`src/rtl/ttt_pkg.sv`:
```
// Shared types and constants for the tic-tac-toe move controller.
// WIN_LINES lists the 8 winning cell triples (rows, columns, diagonals) with row-major cell indices.
package ttt_pkg;

    localparam int N_CELLS = 9;

    typedef enum logic [2:0] {
        CLEAR,
        IDLE,
        COMMIT,
        SETTLE,
        EVAL,
        OVER
    } state_t;

    localparam logic [3:0] WIN_LINES [8][3] = '{
        '{4'd0, 4'd1, 4'd2},
        '{4'd3, 4'd4, 4'd5},
        '{4'd6, 4'd7, 4'd8},
        '{4'd0, 4'd3, 4'd6},
        '{4'd1, 4'd4, 4'd7},
        '{4'd2, 4'd5, 4'd8},
        '{4'd0, 4'd4, 4'd8},
        '{4'd2, 4'd4, 4'd6}
    };

endpackage

```
`src/rtl/ttt_move_ctrl_if.sv`:
```
// Move request handshake between a player source and the move controller.
interface ttt_move_ctrl_if;
    logic       move_valid;
    logic       move_ready;
    logic [3:0] move_idx;

    modport master (output move_valid, output move_idx, input move_ready);
    modport slave  (input move_valid, input move_idx, output move_ready);
endinterface

```
`src/rtl/ttt_win_check.sv`:
```
// Combinational win detector: win is high when any line is fully occupied by sym.
module ttt_win_check
    import ttt_pkg::*;
(
    input  logic [N_CELLS-1:0] cell_valid,
    input  logic [N_CELLS-1:0] cell_symbol,
    input  logic               sym,
    output logic               win
);

    always_comb begin
        win = 1'b0;
        for (int l = 0; l < 8; l++) begin
            if (cell_valid[WIN_LINES[l][0]] && cell_valid[WIN_LINES[l][1]] &&
                cell_valid[WIN_LINES[l][2]] &&
                cell_symbol[WIN_LINES[l][0]] == sym &&
                cell_symbol[WIN_LINES[l][1]] == sym &&
                cell_symbol[WIN_LINES[l][2]] == sym)
                win = 1'b1;
        end
    end

endmodule

```
`src/rtl/ttt_move_ctrl.sv`:
```
// Tic-tac-toe move controller: validates moves, writes the cell registers,
// alternates turns and detects win/draw from the cells' read-back state.
//
// state  | meaning
// CLEAR  | cell_reset held high for CLEAR_CYCLES cycles
// IDLE   | waiting for a move, move_ready=1
// COMMIT | one-cycle cell_set strobe to the latched cell
// SETTLE | cell register updates
// EVAL   | verify the write, count it, check for win/draw
// OVER   | game finished; every move is rejected
module ttt_move_ctrl
    import ttt_pkg::*;
#(
    parameter logic FIRST_SYMBOL = 1'b0,
    parameter int   CLEAR_CYCLES = 2
) (
    input  logic               clk,
    input  logic               reset_n,
    input  logic               new_game,
    ttt_move_ctrl_if.slave     move,
    input  logic [N_CELLS-1:0] cell_valid,
    input  logic [N_CELLS-1:0] cell_symbol,
    output logic [N_CELLS-1:0] cell_set,
    output logic               cell_set_symbol,
    output logic               cell_reset,
    output logic               turn,
    output logic               move_ok,
    output logic               move_err,
    output logic               game_over,
    output logic               winner_valid,
    output logic               winner,
    output logic [3:0]         move_count
);

    localparam int CW = $clog2(CLEAR_CYCLES + 1);
    localparam logic [CW-1:0] CLR_LAST = CW'(CLEAR_CYCLES - 1);

    state_t       state;
    logic [CW-1:0] clr_cnt;
    logic [3:0]   idx_q;
    logic         ready_q;
    logic         fire;
    logic         idx_bad;
    logic         win;
    logic [3:0]   cnt_inc;

    assign move.move_ready  = ready_q;
    assign cell_set_symbol  = turn;
    assign fire             = move.move_valid & ready_q;
    assign idx_bad          = (move.move_idx > 4'd8) || cell_valid[move.move_idx];
    assign cnt_inc          = (move_count == 4'd9) ? 4'd9 : move_count + 4'd1;

    // Cells are already updated when EVAL runs, so the check sees the new board.
    ttt_win_check u_win_check (
        .cell_valid  (cell_valid),
        .cell_symbol (cell_symbol),
        .sym         (turn),
        .win         (win)
    );

    always_ff @(posedge clk) begin
        if (!reset_n || new_game) begin
            state        <= CLEAR;
            clr_cnt      <= '0;
            idx_q        <= '0;
            cell_reset   <= 1'b1;
            cell_set     <= '0;
            ready_q      <= 1'b0;
            turn         <= FIRST_SYMBOL;
            move_ok      <= 1'b0;
            move_err     <= 1'b0;
            game_over    <= 1'b0;
            winner_valid <= 1'b0;
            winner       <= 1'b0;
            move_count   <= '0;
        end else begin
            move_ok  <= 1'b0;
            move_err <= 1'b0;
            case (state)
                CLEAR: begin
                    if (clr_cnt == CLR_LAST) begin
                        cell_reset <= 1'b0;
                        ready_q    <= 1'b1;
                        state      <= IDLE;
                    end else begin
                        clr_cnt <= clr_cnt + 1'b1;
                    end
                end
                IDLE: begin
                    if (fire) begin
                        if (idx_bad) begin
                            move_err <= 1'b1;
                        end else begin
                            idx_q    <= move.move_idx;
                            cell_set <= 9'b1 << move.move_idx;
                            ready_q  <= 1'b0;
                            state    <= COMMIT;
                        end
                    end
                end
                COMMIT: begin
                    cell_set <= '0;
                    state    <= SETTLE;
                end
                SETTLE: state <= EVAL;
                EVAL: begin
                    ready_q <= 1'b1;
                    if (!cell_valid[idx_q]) begin
                        move_err <= 1'b1;
                        state    <= IDLE;
                    end else begin
                        move_count <= cnt_inc;
                        if (win) begin
                            game_over    <= 1'b1;
                            winner_valid <= 1'b1;
                            winner       <= turn;
                            state        <= OVER;
                        end else if (cnt_inc == 4'd9) begin
                            game_over <= 1'b1;
                            state     <= OVER;
                        end else begin
                            move_ok <= 1'b1;
                            turn    <= ~turn;
                            state   <= IDLE;
                        end
                    end
                end
                OVER: begin
                    if (fire) move_err <= 1'b1;
                end
                default: state <= CLEAR;
            endcase
        end
    end

endmodule

```
`src/flat_wrapper.sv`:
```
// flat-port wrapper written by rule: the top's interface ports become plain ports
module ttt_move_ctrl_flat import ttt_pkg::*;
#(
    parameter logic FIRST_SYMBOL = 1'b0,
    parameter int   CLEAR_CYCLES = 2
)
  (clk, reset_n, new_game, cell_valid, cell_symbol, cell_set, cell_set_symbol, cell_reset, turn, move_ok, move_err, game_over, winner_valid, winner, move_count, move_move_valid, move_move_idx, move_move_ready);
  ttt_move_ctrl_if move_i ();
  input  logic clk;
  input  logic reset_n;
  input  logic new_game;
  input  logic [N_CELLS-1:0] cell_valid;
  input  logic [N_CELLS-1:0] cell_symbol;
  output logic [N_CELLS-1:0] cell_set;
  output logic cell_set_symbol;
  output logic cell_reset;
  output logic turn;
  output logic move_ok;
  output logic move_err;
  output logic game_over;
  output logic winner_valid;
  output logic winner;
  output logic [3:0] move_count;
  input wire logic [$bits(move_i.move_valid)-1:0] move_move_valid;
  input wire logic [$bits(move_i.move_idx)-1:0] move_move_idx;
  output wire logic [$bits(move_i.move_ready)-1:0] move_move_ready;
  assign move_i.move_valid = move_move_valid;
  assign move_i.move_idx = move_move_idx;
  assign move_move_ready = move_i.move_ready;
  ttt_move_ctrl #(.FIRST_SYMBOL(FIRST_SYMBOL), .CLEAR_CYCLES(CLEAR_CYCLES)) u_core (.clk(clk), .reset_n(reset_n), .new_game(new_game), .move(move_i), .cell_valid(cell_valid), .cell_symbol(cell_symbol), .cell_set(cell_set), .cell_set_symbol(cell_set_symbol), .cell_reset(cell_reset), .turn(turn), .move_ok(move_ok), .move_err(move_err), .game_over(game_over), .winner_valid(winner_valid), .winner(winner), .move_count(move_count));
endmodule
```
`config.mk`:
```
export PLATFORM = sky130hd
export DESIGN_NAME = ttt_move_ctrl_flat
export DESIGN_NICKNAME = d
export VERILOG_FILES = /design/src/rtl/ttt_pkg.sv /design/src/rtl/ttt_move_ctrl_if.sv /design/src/rtl/ttt_win_check.sv /design/src/rtl/ttt_move_ctrl.sv /design/src/flat_wrapper.sv
export SDC_FILE = /design/constraint.sdc
export NUM_CORES = 1
export LEC_CHECK = 0
export BUFFER_PORTS_ARGS = -buffer_cell sky130_fd_sc_hd__buf_2
export CORE_UTILIZATION = 45
export DETAILED_ROUTE_END_ITERATION = 16
export GPL_TIMING_DRIVEN = 0
export HOLD_SLACK_MARGIN = 0.03
export PLACE_DENSITY = 0.74
export SLEW_MARGIN = 20
export SYNTH_ARGS = -nofsm -noshare
export SYNTH_HDL_FRONTEND = slang
export SYNTH_SLANG_ARGS = --single-unit
```
`constraint.sdc`:
```
create_clock -name clk -period 2.1 [get_ports clk]
set_input_delay 0.21 -clock clk [delete_from_list [all_inputs] [get_ports clk]]
set_output_delay 0.21 -clock clk [all_outputs]
set_load 0.02 [all_outputs]
```
==> results.py <==
metrics = {
    "die": {
        "die_x_um": 62.5,
        "num_io_pins": 48,
        "dieArea_um2": 3910,
        "start_util_pct": 48.2,
        "die_y_um": 62.5,
        "row_count": 21,
        "coreArea_um2": 3420,
    },
    "flow_run": {
        "maxCapViolations": 0,
    },
    "worst_setup_path": {
        "critPathLaunch": "move_move_idx[1]",
        "reg2reg_to": "u_core.move_count[2]",
        "cp-end-kind": "flop",
        "worstPathRequired_ns": 2.36,
        "r2r_start": "u_core.idx_q[0]",
        "reg2reg_setup_slack_ns": 0.18,
        "start_kind": "input pin",
        "reg2regPathDepth": 6,
        "worstPathArrival_ns": 2.22,
        "cp_max_fo": 10,
        "path_class": "input pin to flop",
    },
    "synthesis": {
        "syn-cell-area_um2": 1650,
        "synth_seq_cells": 30,
        "avgSynthCellArea_um2": 8.58,
        "ys.flop_type": "dfxtp_1",
        "yosys_warnings": 0,
        "async_flop_share_pct": 0,
        "synth-seq-area-share_pct": 36.5,
        "yosysUniqueCellTypes": 51,
        "synth_cells": 192,
        "synth_nets": 219,
        "synth_edf_count": 0,
    },
    "drt": {
        "vias": 1660,
        "drc": 0,
        "detail_route.wirelength_um": 3910,
        "via_per_inst": 5.68,
        "firstDrtPassIters": 4,
        "drt_iter0_drc": 90,
        "wl_per_cell_um": 13.4,
        "final_antenna_net_count": 0,
    },
    "clocking": {
        "clock_latency_ns": 0.33,
        "cts_buffer_depth": 2,
        "cts.sinks": 30,
        "cts-htree-levels": 2,
        "clk_pin_slew_ns": 0.09,
        "cts_root_buf": "clkbuf_4",
        "cts-buffers-inserted": 5,
        "cts_tree": "done",
    },
    "placed_design": {
        "dp_cells": 285,
        "hpwl_um": 2930,
        "placed_area_um2": 1940,
        "io_buffers": 47,
        "gp_congestion": 0.858,
    },
    "worst_hold_path": {
        "whs_endpoint": "u_core.idx_q[2]",
        "holdPathStages": 3,
        "min_path_type": "input pin to flop",
        "min-delay-start": "move_move_idx[2]",
    },
    "sta": {
        "max_freq_mhz": 511,
        "slew_violations": 0,
        "clock_skew_ns": 0.00501,
        "post-route-period-util_pct": 93.2,
        "slew_headroom_pct": 45.3,
        "fin_crit_ns": 1.96,
        "setup_viol": 0,
        "hold_slack_ns": 0.199,
        "grt_setup_unrepaired": "false",
        "worstMarginPinSlew_ns": 0.813,
        "hold_viol": 0,
    },
    "grt": {
        "track_usage_pct": 21.5,
        "grt_max_degree": 11,
        "first_global_vias": 1460,
        "grt_pass1_wl_um": 6620,
        "grt_antenna_before_repair": 0,
        "grt_remaining_overflow": 0,
    },
    "cells_and_area": {
        "num-nets-final": 274,
        "fin_cells": 292,
        "layout_commonest_cell": "buf_2",
        "drive_gt1_share_pct": 27.6,
        "syn_to_final_growth_pct": 22.8,
        "final_cell_area_um2": 2020,
        "mostFrequentLayoutCells": "47 x buf_2, 30 x dfxtp_1, 19 x nand2_1, 15 x nor2_1, 13 x a21oi_1",
        "diodes": 0,
    },
    "power_and_ir_drop": {
        "power_density_nw_per_um2": 522,
        "leakage_uw": 0.000808,
        "ir_worst_vdd_mv": 0.322,
    },
    "outcome": {
        "outcome": "completed",
    },
}
[synthesized netlist by cell type (3+ instances only)]
master	n	area, um2
nor3_1	9	45.0
xnor2_1	4	35.0
o21ai_0	6	30.0
or3_1	3	18.8
nor4_1	4	25.0
nor2_1	15	56.3
inv_1	7	26.3
dfxtp_1	30	601
nand3_1	7	35.0
o21a_1	3	22.5
a21oi_1	13	65.1
o211ai_1	5	37.5
o2111ai_1	3	26.3
and4_1	3	26.3
nand2_1	19	71.3
and3_1	5	31.3
clkbuf_1	10	37.5
nand2b_1	4	25.0
[logic make-up after synthesis]
logic type	after synthesis	share of synthesized area (%)
compound gates	44	18.7
xor+xnor	5	2.66
fa+ha+maj	1	0.760
buf+inv	19	5.02
flops	30	36.5
mux	6	7.14
simple gates	87	29.3
[what timing repair did]
item,4_1_cts,5_1_grt
gates resized for setup,4,4
pin swaps,1,2
endpoints found under the setup margin,5,12
setup buffers,0,1
hold buffers,0,0
[layer usage]
| layer | up-vias | track usage, % | part of all wire (%) |
|---|---|---|---|
| met5 | - | 0 | 0 |
| met2 | 46 | 33.0 | 47 |
| li1 | 825 | - | - |
| met4 | 0 | 9.88 | 1.2 |
| met1 | 785 | 28.2 | 47 |
| met3 | 4 | 5.29 | 5.0 |
[cell type report]
type	instances	area, um2
fillers	336	1390
multi-input cells	143	985
flip-flops and latches	30	601
repair buffers	48	243
plain buffers	12	58.8
well taps	46	57.6
clock buffers	6	51.3
inverters	7	26.3
[critical path, stage by stage]
cell and delay [ns]:
buf_2 0.10, clkbuf_1 0.36, mux4_1 0.40, o32ai_2 0.29, o21ai_2 0.19, or4b_1 0.53, a21oi_1 0.14
[sequential cells by signal, indices dropped and copies added (netlist names)]
register                flops
u_core.cell_reset           1
u_core.cell_set             9
u_core.cell_set_symbol      1
u_core.clr_cnt              2
u_core.game_over            1
u_core.idx_q                4
u_core.move.move_ready      1
u_core.move_count           4
u_core.move_err             1
u_core.move_ok              1
u_core.state                3
u_core.winner               1
u_core.winner_valid         1
[power breakdown]
group          switching [uW]  internal (uW)  total [uW]  leakage (uW)
logic                    79.5           60.7         140      0.000535
clock network             183            150         333     0.0000302
registers                6.00            575         581      0.000242
total                     268            786        1050      0.000808
[stage by stage]
stage / util (%) / setup WS, ns / TNS (ns) / total power [uW]
floorplan: - / 0.118 / 0 / 671
global placement: 56.8 / -0.261 / -2.06 / 730
detailed placement: 56.8 / -0.296 / -2.51 / 733
CTS: 58.7 / 0.0128 / 0 / 1060
global route: 59.2 / 0.0177 / 0 / 1100
finish: 59.2 / 0.142 / 0 / 1050
[how the worst max path moves through the flow]
stage | to | slack (ns) | cells after the start
final | u_core.cell_set[5] | 0.14 | 7
after global placement | u_core.idx_q[2] | -0.26 | 7
after global routing | u_core.cell_set[5] | 0.02 | 7
after detailed placement | u_core.idx_q[0] | -0.30 | 7
after CTS | u_core.move_count[1] | 0.01 | 5
after floorplan | u_core.cell_set_symbol | 0.12 | 7
Note: power is estimated with default switching activity, not from simulation.
